## config.mk

```make
export PLATFORM = sky130hd
export DESIGN_NAME = lcg_random_generator_flat
export DESIGN_NICKNAME = d
export VERILOG_FILES = /design/src/rtl/lcg_random_generator_if.sv /design/src/rtl/lcg_random_generator.sv /design/src/flat_wrapper.sv
export SDC_FILE = /design/constraint.sdc
export NUM_CORES = 1
export LEC_CHECK = 0
export ABC_AREA = 1
export BUFFER_PORTS_ARGS = -buffer_cell sky130_fd_sc_hd__buf_2
export CORE_UTILIZATION = 59
export CTS_CLUSTER_DIAMETER = 40
export CTS_CLUSTER_SIZE = 28
export DETAILED_ROUTE_END_ITERATION = 16
export PLACE_DENSITY = 0.76
export SYNTH_ARGS = -nofsm -noshare
export SYNTH_HDL_FRONTEND = slang
export SYNTH_SLANG_ARGS = --single-unit
```

## constraint.sdc

```tcl
create_clock -name clk -period 5 [get_ports clk]
set_input_delay 0.25 -clock clk [delete_from_list [all_inputs] [get_ports clk]]
set_output_delay 0.25 -clock clk [all_outputs]
set_load 0.03 [all_outputs]
```

## src/rtl/lcg_random_generator_if.sv

```systemverilog
// Enable/output bundle for the LCG random generator.
// The consumer drives enable and reads the random value; the generator is the slave.
interface lcg_random_generator_if #(
  parameter int unsigned width_output = 8
);

  logic                    enable;
  logic [width_output-1:0] out;

  modport master (output enable, input out);
  modport slave  (input enable, output out);

endinterface

```

## src/rtl/lcg_random_generator.sv

```systemverilog
// Linear congruential pseudo-random generator: state <= A*state + C mod 2^width_state.
// The upper width_output bits of the state are presented combinationally as the random value.
module lcg_random_generator #(
  parameter int unsigned seed         = 0,
  parameter int unsigned variant      = 0,
  parameter int unsigned width_state  = 18,
  parameter int unsigned width_output = 8
) (
  input  logic                   clk,
  input  logic                   rst,
  lcg_random_generator_if.slave  bus
);

  // Unknown variants fall back to the first (A, C) pair.
  localparam logic [31:0] a_full = (variant == 1) ? 32'd1664525  :
                                   (variant == 2) ? 32'd22695477 :
                                   (variant == 3) ? 32'd214013   :
                                                    32'd1103515245;
  localparam logic [31:0] c_full = (variant == 1) ? 32'd1013904223 :
                                   (variant == 2) ? 32'd1          :
                                   (variant == 3) ? 32'd2531011    :
                                                    32'd12345;
  localparam logic [31:0] seed_full = 32'(seed);

  localparam logic [width_state-1:0] a_value    = a_full[width_state-1:0];
  localparam logic [width_state-1:0] c_value    = c_full[width_state-1:0];
  localparam logic [width_state-1:0] seed_value = seed_full[width_state-1:0];

  logic [width_state-1:0] state;
  logic [width_state-1:0] next_state;

  // Product and sum are both sized to the state, so the modulus is plain wrap-around.
  always_comb begin
    next_state = state * a_value + c_value;
  end

  always_ff @(posedge clk) begin
    if (rst) begin
      state <= seed_value;
    end else if (bus.enable) begin
      state <= next_state;
    end
  end

  assign bus.out = state[width_state-1 -: width_output];

endmodule

```

## src/flat_wrapper.sv

```systemverilog
// flat-port wrapper written by rule: the top's interface ports become plain ports
module lcg_random_generator_flat 
#(
  parameter int unsigned seed         = 0,
  parameter int unsigned variant      = 0,
  parameter int unsigned width_state  = 18,
  parameter int unsigned width_output = 8
)
  (clk, rst, bus_enable, bus_out);
  lcg_random_generator_if #(.width_output(width_output)) bus_i ();
  input  logic clk;
  input  logic rst;
  input wire logic [$bits(bus_i.enable)-1:0] bus_enable;
  output wire logic [$bits(bus_i.out)-1:0] bus_out;
  assign bus_i.enable = bus_enable;
  assign bus_out = bus_i.out;
  lcg_random_generator #(.seed(seed), .variant(variant), .width_state(width_state), .width_output(width_output)) u_core (.clk(clk), .rst(rst), .bus(bus_i));
endmodule
```

==> out/qor.yml <==
outcome:
  outcome: "complete, no violations"
timing:
  setup_viol: 0
  tightest_slew_ps: 634.6
  fin_skew_ps: 3.747
  rsz0062_at_grt: "false"
  fmax_ghz: 0.2105
  hold_violations: 0
  setup_tns_ps: 0
  maxSlewHeadroom_pct: 57.64
  final_max_slew_viol_count: 0
  finalCritPeriodShare_pct: 95.01
  finalWorstSetupSlack_ps: 249.6
  period_minus_slack_ps: 4750
yosys:
  synthTopCellsByCount: "156 x inv_1, 91 x ha_1, 66 x nand2_1, 54 x fa_1, 21 x nor2_1"
  syn-num-nets: 669
  ys_async_sr_fraction_pct: 0
  synthFlopType: "dfxtp_1"
  ys_seq_area_share_pct: 8.538
  syn_inst: 521
  yosys_warnings: 0
  yosysMostFrequentCell: "inv_1"
  synth_cell_types: 32
  ys_ff_latch: 18
  synth_area_um2: 4220
  avgSynthCellArea_um2: 8.100
  yosysTopAreaCell: "ha_1"
  synth-edff-count: 0
  ys_top_cells_by_area: "ha_1 27%, fa_1 26%, inv_1 14%, dfxtp_1 8.5%, nand2_1 5.9%"
  synth_top_area_share_pct: 26.98
floorplanning:
  rows: 30
  ios: 11
  dieWidth_um: 86.58
  die_area_um2: 7495
  die_y_um: 86.58
  initial_core_util_pct: 61.44
  coreArea_um2: 6869
clock_network:
  cts_tree: "built"
  clkTransAtPathRegs_ps: 80
  cts_made_buffers: 3
  hold_buffers: 0
  cts.sinks: 18
  cts_htree_levels: 1
  postCtsSetupBuffers: 0
  clk_latency_ps: 260
  cts-root-buf: "clkbuf_8"
  clock_path_buffers: 2
critical_path:
  start_kind: "flip-flop"
  worst-setup-path-type: "flip-flop to flip-flop"
  arrival_ps: 4910
  worst_ep_required_time_ps: 5160
  timing.critical_path.to_type: "flip-flop"
  worstPathMaxFanout: 8
detailed_routing:
  first_pass_iters: 4
  drc_errors: 0
  wl_met3_um: 305
  route.met2.wl_mm: 4.203
  wl_mm: 9.029
  top_layer: "met4"
  ant_nets: 0
  detail_route.vias_per_cell: 4.959
  wl_met1_mm: 4.322
  drt-wirelength-per-cell_um: 14.38
  drt_iter0_markers: 154
  num_vias: 3114
global_route:
  antenna_found_initial: 0
  grt_first_pass_wirelength_mm: 15.49
  gr-usage-all-layers_pct: 27.32
  grt_pass1_vias: 3267
  globalRoute.totalOverflow: 0
  grt_max_degree: 23
layout:
  largest_reg_flops: 18
  nets: 681
  area_growth_pct: 5.603
  largest-register: "u_core.state"
  largestRegisters: "u_core.state: 18 flops"
  drive_gt1_share_pct: 8.647
  num-fill-cells: 600
  layoutNonFillerInstCount: 628
  n_antenna_cell: 0
placed_design:
  place_ws_ps: 120.7
  hpwl_mm: 8.029
  dp_cells: 624
  gp_congestion: 0.9601
  port_buffers: 10
min_path:
  hold_path_class: "input port to flip-flop"
flow_run:
  drv_cap: 0
==> cells by family after synthesis <==
group | after synthesis | synth area share [%]
and+or+nand+nor | 119 | 12.48
AOI/OAI and AO/OA | 47 | 6.315
adders and majority gates | 145 | 52.59
xor gates and xnor gates | 19 | 3.943
DFF | 18 | 8.538
buffers and inverters | 173 | 16.13
==> final cells by class <==
type                            instances  area, µm²  area share, %
Timing Repair Buffer                   19      117.6          2.639
Multi-Input combinational cell        330       3198          71.76
Tap cell                               96      120.1          2.695
Inverter                              161      604.3          13.56
Sequential cell                        18      361.6          8.113
Clock buffer                            4      55.05          1.235
==> per-stage QoR <==
| step | hold WS (ps) | util, % | cell area (µm²) |
|---|---|---|---|
| final | 409.2 | 64.88 | 4457 |
| after floorplan | 406.2 | - | 4220 |
| after global placement | 521.2 | 63.79 | 4382 |
| after global routing | 430.8 | 64.88 | 4457 |
| after detailed placement | 544.5 | 63.79 | 4382 |
| after CTS | 420.4 | 64.59 | 4437 |
==> placed cells by master, fill, tap and decap left out <==
cell	synthesis	layout
inv_1	156	156
ha_1	91	89
nand2_1	66	66
fa_1	54	54
nor2_1	21	21
a21oi_1	20	19
dfxtp_1	18	17
xor2_1	14	14
nand3_1	14	14
o21ai_0	12	12
buf_2	1	10
buf_4	8	9
nand2_2	6	6
xnor2_1	5	5
inv_2	4	4
nand4_1	4	4
o21ai_1	4	4
clkbuf_8	0	4
o21bai_1	3	3
nor2_2	3	3
nand3_2	3	3
a21oi_2	1	2
a21o_1	1	1
a31oi_1	1	1
clkinv_1	1	1
a21boi_1	1	1
o21ai_2	1	1
o221ai_1	1	1
a31o_1	1	1
o211ai_1	1	1
nor2_4	1	1
nand3b_1	1	1
ha_2	0	1
ha_4	0	1
dfxtp_2	0	1
==> metal layers <==
| layer | global-route usage (%) | up-vias |
|---|---|---|
| met5 | 0 | - |
| met4 | 6.364 | 0 |
| met1 | 38.63 | 1448 |
| li1 | - | 1586 |
| met3 | 1.905 | 16 |
| met2 | 45.96 | 64 |
==> repair_timing <==
| item | CTS | global route |
|---|---|---|
| resized for setup | 0 | 4 |
| endpoints found under the setup margin | 0 | 2 |
| hold endpoints to repair | 0 | 0 |
==> worst paths after layout <==
check,startpoint,end,slack (ps),cells after the start
max,u_core.state[1],u_core.state[16],250,20
min reg2reg,u_core.state[16],u_core.state[16],560,2
max reg2reg,u_core.state[1],u_core.state[16],250,20
min,bus_enable,u_core.state[14],410,4
==> critical path, stage by stage, from the launching register on <==
cell	delay (ps)
dfxtp_1	580
ha_1	340
ha_1	200
inv_1	110
fa_1	450
fa_1	540
inv_1	50
fa_1	520
inv_1	60
fa_1	570
inv_1	60
ha_1	350
inv_1	80
o21bai_1	80
nand2_1	60
nand2_1	40
a21oi_1	170
a31o_1	160
nand3_1	60
o211ai_1	100
inv_1	50
Power is left out: the tool's default activity adds up to more than one toggle a clock period on the data nets, which glitch-free logic cannot reach.
